[src/rtl/mem_arb_pkg.sv]
// mem_arb_pkg: shared state encoding, access-size codes and byte-lane helpers for the memory port arbiter
package mem_arb_pkg;
  typedef enum logic [2:0] {IDLE, IF_RD, DM_RD, RMW_RD, RMW_WR} arb_state_e;
  localparam logic [1:0] SIZE_WORD = 2'b00;
  localparam logic [1:0] SIZE_HALF = 2'b01;
  localparam logic [1:0] SIZE_BYTE = 2'b10;
  function automatic logic [31:0] lane_extract(input logic [31:0] w, input logic [1:0] sz,
                                               input logic [1:0] ln, input logic uns);
    logic [7:0] b;
    logic [15:0] h;
    b = w[{ln, 3'b000} +: 8];
    h = ln[1] ? w[31:16] : w[15:0];
    return sz == SIZE_BYTE ? {{24{b[7] & ~uns}}, b} :
           sz == SIZE_HALF ? {{16{h[15] & ~uns}}, h} : w;
  endfunction
  function automatic logic [31:0] lane_merge(input logic [31:0] w, input logic [31:0] d,
                                             input logic [1:0] sz, input logic [1:0] ln);
    logic [31:0] r;
    r = w;
    if (sz == SIZE_BYTE) r[{ln, 3'b000} +: 8] = d[7:0];
    else if (sz == SIZE_HALF) r[{ln[1], 4'b0000} +: 16] = d[15:0];
    else r = d;
    return r;
  endfunction
endpackage

[src/rtl/mem_lane_align.sv]
// mem_lane_align: combinational load extraction and sub-word store merge for one 32-bit word
module mem_lane_align
  import mem_arb_pkg::*;
(
  input  logic [31:0] i_rdata,
  input  logic [31:0] i_wdata,
  input  logic [1:0]  i_size,
  input  logic [1:0]  i_lane,
  input  logic        i_unsigned,
  output logic [31:0] o_ext,
  output logic [31:0] o_merged
);
  assign o_ext    = lane_extract(i_rdata, i_size, i_lane, i_unsigned);
  assign o_merged = lane_merge(i_rdata, i_wdata, i_size, i_lane);
endmodule

[src/rtl/mem_port_arbiter.sv]
// mem_port_arbiter: shares one synchronous memory between fetch and data ports; MEM_ARB_MISALIGN_EN adds misaligned-access rejection
module mem_port_arbiter
  import mem_arb_pkg::*;
#(
  parameter int ADDR_W = 32,
  parameter int DATA_W = 32
) (
  input  logic              clk,
  input  logic              reset,
  input  logic              if_req,
  input  logic [ADDR_W-1:0] if_addr,
  output logic [DATA_W-1:0] if_rdata,
  output logic              if_ready,
  input  logic              dm_req,
  input  logic              dm_we,
  input  logic [1:0]        dm_size,
  input  logic              dm_unsigned,
  input  logic [ADDR_W-1:0] dm_addr,
  input  logic [DATA_W-1:0] dm_wdata,
  output logic [DATA_W-1:0] dm_rdata,
  output logic              dm_ready,
  output logic              mem_en,
  output logic              mem_we,
  output logic [ADDR_W-1:0] mem_addr,
  output logic [DATA_W-1:0] mem_wdata,
  input  logic [DATA_W-1:0] mem_rdata
`ifdef MEM_ARB_MISALIGN_EN
  ,
  output logic              misalign
`endif
);
  arb_state_e r_state;
  logic r_last_dm;
  logic [DATA_W-1:0] r_wbuf;
  logic [DATA_W-1:0] w_ext, w_merged;
  logic w_word, w_mis, w_idle, w_dm_grant, w_if_grant, w_dm_io, w_done_now, w_wr_now, w_dm_rd;
  logic w_unused;
  assign w_unused = &{1'b0, if_addr[1:0]};
  assign w_word = dm_size != SIZE_HALF && dm_size != SIZE_BYTE;
`ifdef MEM_ARB_MISALIGN_EN
  assign w_mis    = dm_size == SIZE_HALF ? dm_addr[0] : w_word && dm_addr[1:0] != 2'b00;
  assign misalign = w_dm_grant && w_mis;
`else
  assign w_mis = 1'b0;
`endif
  assign w_idle     = reset && r_state == IDLE;
  assign w_dm_grant = w_idle && dm_req && !(r_last_dm && if_req);
  assign w_if_grant = w_idle && if_req && !w_dm_grant;
  assign w_dm_io    = w_dm_grant && !w_mis;
  assign w_done_now = w_mis || (dm_we && w_word);
  assign w_wr_now   = reset && r_state == RMW_WR;
  assign w_dm_rd    = reset && r_state == DM_RD;
  assign mem_en     = w_if_grant || w_dm_io || w_wr_now;
  assign mem_we     = (w_dm_io && dm_we && w_word) || w_wr_now;
  assign mem_addr   = mem_en ? {(w_if_grant ? if_addr[ADDR_W-1:2] : dm_addr[ADDR_W-1:2]), 2'b00} : '0;
  assign mem_wdata  = mem_we ? (w_wr_now ? r_wbuf : dm_wdata) : '0;
  assign if_ready   = reset && r_state == IF_RD;
  assign if_rdata   = if_ready ? mem_rdata : '0;
  assign dm_ready   = w_dm_rd || w_wr_now || (w_dm_grant && w_done_now);
  assign dm_rdata   = w_dm_rd ? w_ext : '0;
  mem_lane_align u_align (
    .i_rdata   (mem_rdata),
    .i_wdata   (dm_wdata),
    .i_size    (dm_size),
    .i_lane    (dm_addr[1:0]),
    .i_unsigned(dm_unsigned),
    .o_ext     (w_ext),
    .o_merged  (w_merged)
  );
  // arbitration FSM with fetch-fairness flag and read-modify-write buffer
  always_ff @(posedge clk) begin
    if (!reset) begin
      r_state   <= IDLE;
      r_last_dm <= 1'b0;
      r_wbuf    <= '0;
    end else begin
      case (r_state)
        IDLE: begin
          if (w_dm_grant) begin
            r_state   <= w_done_now ? IDLE : dm_we ? RMW_RD : DM_RD;
            r_last_dm <= w_done_now ? 1'b1 : r_last_dm;
          end else if (w_if_grant) r_state <= IF_RD;
        end
        IF_RD: begin
          r_last_dm <= 1'b0;
          r_state   <= IDLE;
        end
        DM_RD, RMW_WR: begin
          r_last_dm <= 1'b1;
          r_state   <= IDLE;
        end
        RMW_RD: begin
          r_wbuf  <= w_merged;
          r_state <= RMW_WR;
        end
        default: r_state <= IDLE;
      endcase
    end
  end
endmodule

[config.mk]
export PLATFORM = sky130hd
export DESIGN_NAME = mem_port_arbiter
export DESIGN_NICKNAME = d
export VERILOG_FILES = /design/src/rtl/mem_arb_pkg.sv /design/src/rtl/mem_lane_align.sv /design/src/rtl/mem_port_arbiter.sv
export SDC_FILE = /design/constraint.sdc
export NUM_CORES = 1
export LEC_CHECK = 0
export BUFFER_PORTS_ARGS = -buffer_cell sky130_fd_sc_hd__buf_4
export CORE_ASPECT_RATIO = 0.6
export CORE_MARGIN = 2
export CORE_UTILIZATION = 45
export DETAILED_ROUTE_END_ITERATION = 16
export GPL_ROUTABILITY_DRIVEN = 0
export PLACE_DENSITY = 0.82
export REMOVE_ABC_BUFFERS = 1
export SLEW_MARGIN = 15
export SYNTH_ARGS = -nofsm -noshare
export SYNTH_HDL_FRONTEND = slang
export SYNTH_HIERARCHICAL = 1
export SYNTH_SLANG_ARGS = --single-unit
export TNS_END_PERCENT = 5
[constraint.sdc]
create_clock -name clk -period 4.8 [get_ports clk]
set_clock_uncertainty 0.05 [all_clocks]
set_input_delay 0.24 -clock clk [delete_from_list [all_inputs] [get_ports clk]]
set_output_delay 0.24 -clock clk [all_outputs]
set_load 0.01 [all_outputs]
==> flow_summary.ini <==
[synth]
post_synth_fa_ha_maj_area_fraction_pct = 1.24
synth-seq-area-share_pct = 14.3
synthSimpleGateAreaFrac_pct = 31.2
post_synth_xor_area_fraction_pct = 0.348
yosys_most_used_dff = sky130_fd_sc_hd__dfxtp_1
number_of_distinct_library_cell_variants_in_the_gate_level_netlist_after_synthesis = 59
post_synthesis_average_cell_area_um2 = 7.19
largest_family_of_logic_cells_by_synthesized_area = compound AO/OA/AOI/OAI gates
post_synth_main_area_contributors = sky130_fd_sc_hd__dfxtp_1 (14%), sky130_fd_sc_hd__a22o_1 (8.4%), sky130_fd_sc_hd__and2_1 (8.1%), sky130_fd_sc_hd__nand2_1 (7.2%), sky130_fd_sc_hd__a21boi_0 (4.9%)
ys.warnings.count = 6
async_flop_share_pct = 0
synth_top_cell_by_area = sky130_fd_sc_hd__dfxtp_1
synthesis.instances = 700
synth.area.mux_share_pct = 5.44
synth_compound_area_share_pct = 37.7
synthDominantCellAreaShare_pct = 14.3
yosys_register_bits = 36
synth_enable_flop_cells = 0
mappedNetlistArea_um2 = 5030

[placed_design]
preCtsSetupSlack_ps = 1810
post-dp-hpwl_um = 14900
placement.io_buffers = 263

[floorplan]
start_util_pct = 46.9
dieWidth_um = 141
chipHeight_um = 85.9
die-area_um2 = 12100
ioPinCount = 268
std_cell_rows = 29
core_area_um2 = 10700

[worst_setup_path]
critical-path-slowest-cell = sky130_fd_sc_hd__or4b_1
worst-endpoint-required_ps = 4510
cpLargestDelayFamily = simple AND/OR/NAND/NOR gates
critPathCaptureType = primary output
critPathLaunchType = flip-flop
critical_path_start_end_classification = flip-flop to primary output
worstPathCellList = or4b_1 -> buf_8 -> o31ai_1 -> a21oi_1 -> buf_4
cp_data_arrival_time_ps = 2490
timing.critical_path.slowest_cell_delay_ps = 850
path_max_fanout = 16
cp.buffers_inverters = 2

[route]
viasPerCell = 6.38
met1_length_um = 9440
final_antenna_net_count = 0
detailedRoute.firstIterationViolations = 902
route.vias.total = 6595
routed-wl-met2_um = 8870
drt_pass1_iterations = 6
wl_um = 20700
route.met3.wl_um = 2180
routedWlPerCell_um = 20.0
top_layer = met4
drcViolationCount = 0

[global_route]
globalRouteOverflowTotal = 0
grt_pass1_vias = 5663
grt_pass1_wl_um = 31100
largest_net_degree_at_the_start_of_global_routing = 53
gr-usage-all-layers_pct = 31.7
grt_antenna_before_repair = 0

[timing]
worstMarginPinSlew_ps = 1180
slew_headroom_pct = 21.2
grt_setup_unrepaired = false
post-route-worst-setup-slack_ps = 2020
timing_hold_violations_final = 0
min_period_over_period_pct = 57.8
timing.fmax_ghz = 0.360
timing.final.setup_violations = 0
finalCriticalPeriod_ps = 2780
report.final.slew_viol_count = 0
hold_slack_ps = 90.9
final.setup.tns_ps = 0

[pwr]
power_uw = 1270
leakage_uw = 0.00320
power_density_nw_per_um2 = 180
max-vdd-ir-drop_uv = 144

[clock_tree]
hold_buffers = 0
post_cts_buffers = 0
clock_sinks = 36
numCtsBuffers = 5
cts.clk_slew.worst_paths_ps = 60
clock_path_buffers = 2
cts-root-buf = sky130_fd_sc_hd__clkbuf_16
cts.repair.resized = 0
insertion_delay_ps = 280
cts.htree.levels = 2
cts_tree = built

[run]
maxCapViolations = 0

[finish]
fill_cells = 930
area_growth_pct = 39.9
final_layout_size_suffix_gt1_share_pct = 34.3
numnets_final = 1034
n_antenna_cell = 0

[worst_hold_path]
hold_path.class = primary input to flip-flop

[outcome]
outcome = finished clean
cells in the final DEF, fill, tap and decap left out, types with 11 or more instances in the layout:
master and count:
sky130_fd_sc_hd__a211oi_1 24, sky130_fd_sc_hd__a21boi_0 33, sky130_fd_sc_hd__a21oi_1 48, sky130_fd_sc_hd__a221o_1 15, sky130_fd_sc_hd__a22o_1 48, sky130_fd_sc_hd__a311oi_1 15, sky130_fd_sc_hd__and2_1 65, sky130_fd_sc_hd__buf_4 271
sky130_fd_sc_hd__dfxtp_1 36, sky130_fd_sc_hd__inv_1 15, sky130_fd_sc_hd__mux2i_1 24, sky130_fd_sc_hd__nand2_1 97, sky130_fd_sc_hd__nand4_1 38, sky130_fd_sc_hd__nor2b_1 19, sky130_fd_sc_hd__o21ai_0 11, sky130_fd_sc_hd__o31ai_1 30
worst paths after layout:
kind | start | endpoint | slack, ps | cells past startpoint
hold reg to reg | r_wbuf[3] | r_wbuf[3] | 420 | 2
setup reg to reg | r_state[1] | r_wbuf[13] | 2740 | 3
hold / removal | dm_we | r_state[1] | 90 | 2
setup / recovery | r_state[2] | mem_addr[17] | 2020 | 5
layout make-up:
| cell class | instances | area [µm²] | area share, % |
|---|---|---|---|
| Clock inverter | 1 | 30.0 | 0.426 |
| Inverter | 16 | 60.1 | 0.853 |
| Timing Repair Buffer | 272 | 2050 | 29.1 |
| Multi-Input combinational cell | 562 | 3850 | 54.7 |
| Clock buffer | 7 | 153 | 2.17 |
| Tap cell | 139 | 174 | 2.47 |
| Sequential cell | 36 | 721 | 10.2 |
registers in the layout, indices dropped and copies added (netlist names):
register / cells
r_last_dm: 1
r_state: 3
r_wbuf: 32
report_power, final:
| group | internal (µW) | switching [µW] | leakage [µW] | total, µW |
|---|---|---|---|---|
| Clock | 274 | 131 | 0.0000901 | 404 |
| Combinational | 244 | 305 | 0.00282 | 549 |
| Sequential | 306 | 7.63 | 0.000291 | 313 |
| Total | 823 | 444 | 0.00320 | 1270 |
through the flow:
step	cell area, µm²	instances	utilization, %
after floorplan	4610	614	-
after global placement	6840	1024	63.7
after detailed placement	6840	1024	63.7
after CTS	7020	1032	65.4
after global routing	7040	1033	65.6
final	7040	1033	65.6
cell families (layout without fill, tap and decap cells):
group	after synthesis	count (layout)
mux	26	26
fa+ha+maj	5	5
compound gates	254	254
other cells	1	2
xor+xnor	2	2
simple gates	273	273
buf+inv	103	296
flops	36	36
Yosys cell counts (3+ instances only):
cell type                  number
sky130_fd_sc_hd__nand4_1       38
sky130_fd_sc_hd__a21boi_0      33
sky130_fd_sc_hd__nor2_1         3
sky130_fd_sc_hd__a21oi_1       48
sky130_fd_sc_hd__and3_1         9
sky130_fd_sc_hd__a221oi_1       7
sky130_fd_sc_hd__nor2b_1       20
sky130_fd_sc_hd__a221o_1       15
sky130_fd_sc_hd__a211oi_1      24
sky130_fd_sc_hd__clkbuf_1      51
sky130_fd_sc_hd__nand3_2       10
sky130_fd_sc_hd__buf_2         21
sky130_fd_sc_hd__o31ai_1       30
sky130_fd_sc_hd__a311oi_1      15
sky130_fd_sc_hd__nand3b_1       3
sky130_fd_sc_hd__buf_4          6
sky130_fd_sc_hd__and2_1        65
sky130_fd_sc_hd__o21ai_0       11
sky130_fd_sc_hd__nand3_1        7
sky130_fd_sc_hd__nand2_1       97
sky130_fd_sc_hd__ha_1           5
sky130_fd_sc_hd__mux2i_1       24
sky130_fd_sc_hd__dfxtp_1       36
sky130_fd_sc_hd__a22o_1        48
sky130_fd_sc_hd__buf_6          7
sky130_fd_sc_hd__o32ai_1        7
sky130_fd_sc_hd__inv_1         15
sky130_fd_sc_hd__a31oi_1        7
per-layer routing:
| layer | track usage [%] | up-vias |
|---|---|---|
| met5 | 0 | - |
| met1 | 47.4 | 3124 |
| met2 | 47.1 | 421 |
| met3 | 6.92 | 26 |
| li1 | - | 3024 |
| met4 | 5.00 | 0 |
(Power assumes the default switching activity.)
